===== src/rtl/ram_host_arb_pkg.sv =====
// Shared types and constants for the two-host SRAM arbiter.
package ram_host_arb_pkg;

    localparam int NumHosts = 2;

    typedef logic [0:0] host_idx_t;

    localparam host_idx_t HostInstr = 1'b0;
    localparam host_idx_t HostData  = 1'b1;

    typedef struct packed {
        logic      valid;
        host_idx_t host;
        logic      err;
        logic      ram;
    } rsp_t;

endpackage


===== src/rtl/ram_host_arb_chk.sv =====
// Simulation-only protocol checker: the SRAM must answer exactly the cycles
// after the arbiter issued a request.
module ram_host_arb_chk (
    input  logic clk_i,
    input  logic rst_i,
    input  logic ram_rvalid_i,
    input  logic rsp_ram_i
);

    rvalid_matches_req: assert property (
        @(posedge clk_i) disable iff (rst_i) ram_rvalid_i == rsp_ram_i
    ) else $error("protocol check: ram_rvalid_i differs from issued request");

endmodule


===== src/rtl/ram_host_arb_rr.sv =====
// Two-way round-robin arbiter: a lone requester wins at once, a tie goes to
// the host that was not granted most recently.
module ram_host_arb_rr
    import ram_host_arb_pkg::*;
(
    input  logic                clk_i,
    input  logic                rst_i,
    input  logic [NumHosts-1:0] req_i,
    output logic [NumHosts-1:0] gnt_o,
    output host_idx_t           idx_o
);

    host_idx_t last_gnt_q;
    host_idx_t last_gnt_d;

    // Grant selection and last-winner update.
    always_comb begin
        gnt_o      = 2'b00;
        idx_o      = HostInstr;
        last_gnt_d = last_gnt_q;
        case (req_i)
            2'b01: begin
                gnt_o = 2'b01;
                idx_o = HostInstr;
            end
            2'b10: begin
                gnt_o = 2'b10;
                idx_o = HostData;
            end
            2'b11: begin
                idx_o = ~last_gnt_q;
                gnt_o = (idx_o == HostData) ? 2'b10 : 2'b01;
            end
            default: begin
                gnt_o = 2'b00;
                idx_o = HostInstr;
            end
        endcase
        if (|req_i) begin
            last_gnt_d = idx_o;
        end else begin
            last_gnt_d = last_gnt_q;
        end
    end

    // Last-winner register; resets to the data host so instruction wins the first tie.
    always_ff @(posedge clk_i or posedge rst_i) begin
        if (rst_i) begin
            last_gnt_q <= HostData;
        end else begin
            last_gnt_q <= last_gnt_d;
        end
    end

endmodule


===== src/rtl/ram_host_arb.sv =====
// Merges the instruction and data host ports onto one SRAM port, decodes the
// SRAM window, steers responses back and counts contention cycles.
module ram_host_arb
    import ram_host_arb_pkg::*;
#(
    parameter int unsigned Depth    = 128,
    parameter logic [31:0] BaseAddr = 32'h0010_0000
) (
    input  logic                      clk_i,
    input  logic                      rst_i,
    input  logic [NumHosts-1:0]       host_req_i,
    output logic [NumHosts-1:0]       host_gnt_o,
    input  logic [NumHosts-1:0]       host_we_i,
    input  logic [NumHosts-1:0][3:0]  host_be_i,
    input  logic [NumHosts-1:0][31:0] host_addr_i,
    input  logic [NumHosts-1:0][31:0] host_wdata_i,
    output logic [NumHosts-1:0]       host_rvalid_o,
    output logic [31:0]               host_rdata_o,
    output logic [NumHosts-1:0]       host_err_o,
    output logic                      ram_req_o,
    output logic                      ram_we_o,
    output logic [3:0]                ram_be_o,
    output logic [31:0]               ram_addr_o,
    output logic [31:0]               ram_wdata_o,
    input  logic                      ram_rvalid_i,
    input  logic [31:0]               ram_rdata_i,
    output logic [15:0]               contention_cnt_o
);

    localparam logic [32:0] WinLo = {1'b0, BaseAddr};
    localparam logic [32:0] WinHi = WinLo + (33'(Depth) << 2);

    host_idx_t   gnt_idx_s;
    logic [32:0] sel_addr_s;
    logic        any_gnt_s;
    logic        in_range_s;
    logic        wr_viol_s;
    rsp_t        rsp_q;
    rsp_t        rsp_d;
    logic [15:0] cnt_q;
    logic [15:0] cnt_d;

    ram_host_arb_rr u_rr (
        .clk_i (clk_i),
        .rst_i (rst_i),
        .req_i (host_req_i),
        .gnt_o (host_gnt_o),
        .idx_o (gnt_idx_s)
    );

    // Window decode of the winning host and SRAM port drive.
    always_comb begin
        sel_addr_s  = {1'b0, host_addr_i[gnt_idx_s]};
        any_gnt_s   = |host_gnt_o;
        in_range_s  = (sel_addr_s >= WinLo) && (sel_addr_s < WinHi);
        wr_viol_s   = (gnt_idx_s == HostInstr) && host_we_i[gnt_idx_s];
        ram_req_o   = any_gnt_s && in_range_s;
        ram_we_o    = 1'b0;
        ram_be_o    = 4'h0;
        ram_addr_o  = 32'h0;
        ram_wdata_o = 32'h0;
        if (ram_req_o) begin
            ram_we_o    = host_we_i[gnt_idx_s] && !wr_viol_s;
            ram_be_o    = host_be_i[gnt_idx_s];
            ram_addr_o  = host_addr_i[gnt_idx_s] - BaseAddr;
            ram_wdata_o = host_wdata_i[gnt_idx_s];
        end else begin
            ram_we_o    = 1'b0;
            ram_be_o    = 4'h0;
            ram_addr_o  = 32'h0;
            ram_wdata_o = 32'h0;
        end
        rsp_d.valid = any_gnt_s;
        rsp_d.host  = gnt_idx_s;
        rsp_d.err   = any_gnt_s && (!in_range_s || wr_viol_s);
        rsp_d.ram   = ram_req_o;
    end

    // Response tracking for the access granted last cycle.
    always_ff @(posedge clk_i or posedge rst_i) begin
        if (rst_i) begin
            rsp_q <= '{valid: 1'b0, host: HostInstr, err: 1'b0, ram: 1'b0};
        end else begin
            rsp_q <= rsp_d;
        end
    end

    // Response steering; errored or SRAM-less accesses return zero data.
    always_comb begin
        host_rvalid_o              = {NumHosts{1'b0}};
        host_err_o                 = {NumHosts{1'b0}};
        host_rvalid_o[rsp_q.host]  = rsp_q.valid;
        host_err_o[rsp_q.host]     = rsp_q.err && rsp_q.valid;
        if (rsp_q.ram && !rsp_q.err) begin
            host_rdata_o = ram_rdata_i;
        end else begin
            host_rdata_o = 32'h0;
        end
    end

    // Saturating contention counter next state.
    always_comb begin
        if ((&host_req_i) && (cnt_q != 16'hFFFF)) begin
            cnt_d = cnt_q + 16'd1;
        end else begin
            cnt_d = cnt_q;
        end
    end

    // Contention counter register.
    always_ff @(posedge clk_i or posedge rst_i) begin
        if (rst_i) begin
            cnt_q <= 16'h0;
        end else begin
            cnt_q <= cnt_d;
        end
    end

    assign contention_cnt_o = cnt_q;

    ram_host_arb_chk u_chk (
        .clk_i        (clk_i),
        .rst_i        (rst_i),
        .ram_rvalid_i (ram_rvalid_i),
        .rsp_ram_i    (rsp_q.ram)
    );

endmodule


===== config.mk =====
export PLATFORM = sky130hd
export DESIGN_NAME = ram_host_arb
export DESIGN_NICKNAME = d
export VERILOG_FILES = /design/src/rtl/ram_host_arb_pkg.sv /design/src/rtl/ram_host_arb_chk.sv /design/src/rtl/ram_host_arb_rr.sv /design/src/rtl/ram_host_arb.sv
export SDC_FILE = /design/constraint.sdc
export NUM_CORES = 1
export LEC_CHECK = 0
export BUFFER_PORTS_ARGS = -buffer_cell sky130_fd_sc_hd__clkbuf_2
export CAP_MARGIN = 20
export CORE_MARGIN = 10
export CORE_UTILIZATION = 28
export DETAILED_ROUTE_END_ITERATION = 12
export GPL_TIMING_DRIVEN = 1
export PLACE_DENSITY = 0.72
export SLEW_MARGIN = 40
export SYNTH_ARGS = -nofsm -noshare
export SYNTH_HDL_FRONTEND = slang
export SYNTH_SLANG_ARGS = --single-unit

===== constraint.sdc =====
create_clock -name clk_i -period 3.8 [get_ports clk_i]
set_clock_uncertainty 0.15 [all_clocks]
set_input_delay 0.57 -clock clk_i [delete_from_list [all_inputs] [get_ports clk_i]]
set_output_delay 0.57 -clock clk_i [all_outputs]
set_load 0.02 [all_outputs]

==> results.sh, run 1 <==
export IMPL_status="finished clean"
export IMPL_clkTransAtPathRegs_ns=0.08
export IMPL_crit_end="ram_addr_o[29]"
export IMPL_async_flop_share_pct=100
export IMPL_finalHoldViolCount=0
export IMPL_die_h_um=116
export IMPL_crit_path_start_kind="input port"
export IMPL_wl_mm=13.8
export IMPL_first_global_vias=3791
export IMPL_grt_first_pass_wirelength_mm=19.5
export IMPL_route_detailed_drc=0
export IMPL_gr_max_usage_layer="met2"
export IMPL_core_area_sq_um=9150
export IMPL_tns_ns=0
export IMPL_rsz0062_at_grt="no"
export IMPL_h_tree_depth=1
export IMPL_syn_inst=318
export IMPL_irDropWorstVdd_uv=163
export IMPL_drtIter0Drc=108
export IMPL_root_buffer="clkbuf_8"
export IMPL_leakage_nw=2.53
export IMPL_diodes=0
export IMPL_r2r_start="u_rr.last_gnt_q$_DFFE_PP1P_"
export IMPL_antenna_found_initial=0
export IMPL_r2r_end="rsp_q[1]$_DFF_PP0_"
export IMPL_startpoint="host_req_i[1]"
export IMPL_synth_area_sq_um=2600
export IMPL_arrival_ns=2.93
export IMPL_dp_hpwl_mm=12.1
export IMPL_clock_path_buffers=2
export IMPL_worstPathRequired_ns=3.08
export IMPL_fmax_mhz=274
export IMPL_num_vias=3582
export IMPL_crit_type="in -> out"
export IMPL_synth_nets=496
export IMPL_overflow=0
export IMPL_reg2reg_depth=7
export IMPL_io_pins=299
export IMPL_grt_met1_usage_pct=17.1
export IMPL_initial_utilization_pct=28.4
export IMPL_fp_dieW_um=116
export IMPL_worst_slack_ns=0.146
export IMPL_worst_pin_slew_ns=0.599
export IMPL_synth_seq_cells=21
export IMPL_dp_slack_ns=0.00373
export IMPL_grt_met3_usage_pct=7.70
export IMPL_ys_seq_area_share_pct=20.3
export IMPL_port_buffers=297
export IMPL_most_common_layout_cells="clkbuf_2 (292), mux2i_1 (59), nor3_2 (59), and2_1 (36), dfrtp_1 (20)"
export IMPL_dieArea_sq_um=13500
export IMPL_setup_viol=0
export IMPL_cts_buffers=3
export IMPL_synthDistinctLibCells=40
export IMPL_cp_end_kind="output port"
export IMPL_synth_warnings=0
export IMPL_cts_sinks=21
export IMPL_maxCapViolations=0
export IMPL_synthFlopType="dfrtp_1"
export IMPL_via_per_inst=5.02
export IMPL_routedWlPerCell_um=19.3
export IMPL_ctsHoldBuffers=0
export IMPL_relSlewSlack_pct=59.9
export IMPL_fin_nets=782
export IMPL_layout_drive_gt1_share_pct=64.8
export IMPL_clkLatencyLatePin_ns=0.26
export IMPL_power_density_nw_per_um2=185
export IMPL_mostFrequentLayoutCell="clkbuf_2"
export IMPL_grt_max_degree=52
export IMPL_fin_crit_sh_pct=96.2
export IMPL_grt_util_all_layers_pct=18.1
export IMPL_finalCriticalPeriod_ns=3.65
export IMPL_rrSetupSlack_ns=1.14
export IMPL_avgSynthCellArea_sq_um=8.18
export IMPL_routabilityCongestion=0.861
export IMPL_hp_class="in -> async"
export IMPL_dr_pass1_iters=4
export IMPL_drtAntennaViolNets=0
export IMPL_final_max_slew_viol_count=0
export IMPL_use_met2_pct=34.8
export IMPL_synth_edf_count=0
export IMPL_cts_tree="yes"
export IMPL_crit_fanout=18
export IMPL_synthToLayoutAreaGrowth_pct=77.7
export IMPL_rows=35
==> critical path, stage by stage <==
cell,delay [ns]
clkbuf_2,0.13
a21bo_4,0.29
inv_1,0.10
mux2_2,0.35
ha_1,0.17
and2_1,0.14
a2111o_2,0.51
buf_6,0.19
a2111oi_2,0.23
buf_2,0.24
==> through the flow <==
stage / util [%] / instance area (sq um) / hold slack (ns) / total power, W / instances
after floorplan: - / 2880 / 0.330 / 0.000526 / 318
after global placement: 49.4 / 4520 / 0.331 / 0.000697 / 709
after detailed placement: 49.4 / 4520 / 0.336 / 0.000714 / 709
after CTS: 49.9 / 4570 / 0.301 / 0.000858 / 713
after global routing: 50.5 / 4620 / 0.191 / 0.000916 / 714
final: 50.5 / 4620 / 0.139 / 0.000857 / 714
==> timing repair <==
item	CTS	global route
gates cloned	0	1
setup buffers	0	0
resized for setup	1	10
pin swaps	0	1
setup endpoints to repair	6	24
==> per-layer routing <==
metal	wire length [um]	vias up	share of wire [%]
li1	-	1740	-
met1	4650	1641	34
met2	7260	191	53
met3	1700	10	12
met4	201	0	1.5
met5	0	-	0
==> how the worst min path moves through the flow <==
stage,endpoint,slack [ns],depth (start not counted)
after floorplan,u_rr.last_gnt_q$_DFFE_PP1P_,0.33,2
after global placement,contention_cnt_o[7]$_DFFE_PP0P_,0.33,1
after detailed placement,contention_cnt_o[7]$_DFFE_PP0P_,0.34,1
after CTS,rsp_q[0]$_DFF_PP0_,0.30,2
after global routing,contention_cnt_o[9]$_DFFE_PP0P_,0.19,2
final,rsp_q[0]$_DFF_PP0_,0.14,2
==> synth_stat cells, drive strengths merged, types with 2 or more instances <==
cell      n  area [sq um]
nor3     72           405
mux2i    59           591
and2     36           225
clkbuf   24          90.1
dfrtp    20           500
xnor2    14           123
inv       8          30.0
nand2     8          30.0
nor2      8          30.0
nor4      8          50.1
a2111oi   6          65.1
and3      6          37.5
or4       6          45.0
nand3     5          25.0
and4      4          35.0
buf       4          37.5
nand4     4          25.0
ha        3          37.5
mux2      3          37.5
xor2      3          26.3
nor2b     2          12.5
==> sequential cells by signal, indices dropped and copies added, names as in the netlist <==
register	cells
contention_cnt_o	16
rsp_q	4
u_rr.last_gnt_q	1
==> report_power, final <==
group,switching [W],internal (W)
sequential,0.0000456,0.000258
clock,0.0000711,0.0000729
combinational,0.000224,0.000184
==> final cells by class <==
type                            count  area [sq um]
Tap cell                          111           139
Fill cell                         856          4530
Clock inverter                      1          5.00
Multi-Input combinational cell    262          2260
Inverter                            8          30.0
Clock buffer                        3          41.3
Timing Repair Buffer              308          1620
Sequential cell                    21           527
==> logic make-up (layout without fill, tap and decap cells) <==
group	count (synthesis)	count (layout)	share of synthesized area, %
buffers and inverters	36	320	6.06
and+or+nand+nor	162	162	36.4
xor gates and xnor gates	17	17	5.73
AOI/OAI and AO/OA	17	18	5.97
DFF	21	21	20.3
muxes	62	62	24.2
adders and majority gates	3	3	1.44
Power figures use the tool's default switching activity.
==> run 2: changes to the inputs <==
CORE_AREA = 2 2 115 117   (was not set)
CORE_MARGIN = not set   (was 10)
CORE_UTILIZATION = not set   (was 28)
DIE_AREA = 0 0 117 119   (was not set)
PLACE_DENSITY = not set   (was 0.72)
==> results.sh, run 2 (synthesis gave the netlist of run 1 again) <==
export IMPL_dp_cells=773
export IMPL_pwr_share_clk_pct=23.7
export IMPL_first_global_vias=3154
export IMPL_maxCapViolations=0
export IMPL_fmax_mhz=277
export IMPL_fp_dieW_um=117
export IMPL_drtAntennaViolNets=0
export IMPL_place_area_sq_um=4580
export IMPL_routedWlPerCell_um=14.1
export IMPL_finalCriticalPeriod_ns=3.61
export IMPL_max_stage_delay_ns=0.50
export IMPL_route_detailed_drc=0
export IMPL_worstPathRequired_ns=3.08
export IMPL_crit_fanout=55
export IMPL_fin_util_pct=36.2
export IMPL_drtIter0Drc=96
export IMPL_fill_cells=1346
export IMPL_cts_sinks=21
export IMPL_cts_setup_buffers=0
export IMPL_timing_critical_path_mode_cell="clkbuf_2"
export IMPL_dieArea_sq_um=13900
export IMPL_whs_ns=0.149
export IMPL_finalNonFillerCells=777
export IMPL_status="finished clean"
export IMPL_wl_mm=11.0
export IMPL_seqPwrFrac_pct=33.1
export IMPL_dp_hpwl_mm=9.23
export IMPL_r2r_start="u_rr.last_gnt_q$_DFFE_PP1P_"
export IMPL_crit_path_start_kind="input port"
export IMPL_tns_ns=0
export IMPL_cts_tree="yes"
export IMPL_final_max_slew_viol_count=0
export IMPL_leakage_nw=2.52
export IMPL_root_buffer="clkbuf_16"
export IMPL_crit_chain="clkbuf_2 -> a21bo_4 -> inv_1 -> mux2_2 -> ha_1 -> and2_1 -> a2111o_2 -> buf_12 -> a2111oi_2 -> clkbuf_2"
export IMPL_hp_class="in -> async"
export IMPL_synthToLayoutAreaGrowth_pct=79.4
export IMPL_h_tree_depth=1
export IMPL_grt_util_all_layers_pct=14.4
export IMPL_cp_end_kind="output port"
export IMPL_clock_path_buffers=2
export IMPL_rsz0062_at_grt="no"
export IMPL_combPwrFrac_pct=43.1
export IMPL_routabilityCongestion=0.761
export IMPL_clkTransAtPathRegs_ns=0.05
export IMPL_antenna_found_initial=0
export IMPL_most_common_layout_cells="clkbuf_2 (297), mux2i_1 (59), nor3_2 (59), and2_1 (36), dfrtp_1 (20)"
export IMPL_largest_reg_flops=16
export IMPL_die_h_um=119
export IMPL_fin_area_sq_um=4660
export IMPL_cts_buffers=3
export IMPL_rows=42
export IMPL_clkLatencyLatePin_ns=0.25
export IMPL_layout_drive_gt1_share_pct=64.1
export IMPL_relSlewSlack_pct=43.7
export IMPL_core_area_sq_um=12900
export IMPL_fin_crit_sh_pct=95.1
export IMPL_overflow=0
export IMPL_diodes=0
export IMPL_arrival_ns=2.89
export IMPL_cpMaxStageDelayCell="a2111o_2"
export IMPL_initial_utilization_pct=20.2
export IMPL_startpoint="host_req_i[0]"
export IMPL_fin_nets=780
export IMPL_p_sw_w=0.000332
export IMPL_dr_pass1_iters=4
export IMPL_finalHoldViolCount=0
export IMPL_p_sw_share_pct=36.3
export IMPL_worst_pin_slew_ns=0.834
export IMPL_via_per_inst=4.51
export IMPL_power_density_nw_per_um2=196
export IMPL_reg2reg_depth=7
export IMPL_irDropWorstVdd_uv=146
export IMPL_mostFrequentLayoutCell="clkbuf_2"
export IMPL_grt_first_pass_wirelength_mm=16.0
export IMPL_port_buffers=297
export IMPL_internal_power_w=0.000582
export IMPL_io_pins=299
export IMPL_grt_max_degree=56
export IMPL_num_vias=3502
export IMPL_setup_viol=0
export IMPL_crit_type="in -> out"
-- run 2: worst paths after layout --
check / to / slack, ns
max: ram_addr_o[23] / 0.19
min: contention_cnt_o[3]$_DFFE_PP0P_ / 0.15
max reg2reg: rsp_q[1]$_DFF_PP0_ / 1.25
min reg2reg: contention_cnt_o[7]$_DFFE_PP0P_ / 0.34
max in group asynchronous: u_rr.last_gnt_q$_DFFE_PP1P_ / 3.02
min in group clk_i: contention_cnt_o[7]$_DFFE_PP0P_ / 0.34
-- run 2: stage by stage --
stage | total power [W] | worst slack [ns]
2_1_floorplan | 0.000526 | 0.0138
3_3_place_gp | 0.000702 | 0.186
3_5_place_dp | 0.000704 | 0.177
4_1_cts | 0.000923 | 0.173
5_1_grt | 0.000974 | 0.0427
6_report | 0.000914 | 0.188
-- run 2: cell type report --
cell class                      instances  area [sq um]  area share (%)
Clock buffer                            4          78.8            1.69
Inverter                                8          30.0           0.644
Multi-Input combinational cell        261          2220            47.6
Sequential cell                        21           527            11.3
Tap cell                              176           220            4.72
Timing Repair Buffer                  307          1590            34.0
-- run 2: critical path: cells and delay by family --
kind                     cells  cell delay [ns]
multiplexers                 1             0.35
adder cells (fa/ha/maj)      1             0.17
AND/OR/NAND/NOR              1             0.14
buffers and inverters        4             0.64
AO/OA/AOI/OAI                3             1.00
-- run 2: repair_timing --
action | 4_1_cts | 5_1_grt
setup endpoints to repair | 0 | 4
gates resized for setup | 0 | 1
hold buffers | 0 | 0
-- run 2: per-layer routing --
metal	global-route usage, %	vias to the layer above	share of wire, %
met5	0	-	0
met4	2.50	0	0.98
met3	1.98	8	7.4
met2	27.3	179	52
met1	17.2	1576	39
li1	-	1739	-
-- run 2: power by group through the flow --
stage | Combinational [W] | Clock (W) | Sequential (W)
6_report | 0.000394 | 0.000217 | 0.000303
5_1_grt | 0.000433 | 0.000231 | 0.000311
4_1_cts | 0.000398 | 0.000222 | 0.000304
3_5_place_dp | 0.000397 | 0 | 0.000307
3_3_place_gp | 0.000395 | 0 | 0.000307
2_1_floorplan | 0.000191 | 0 | 0.000335
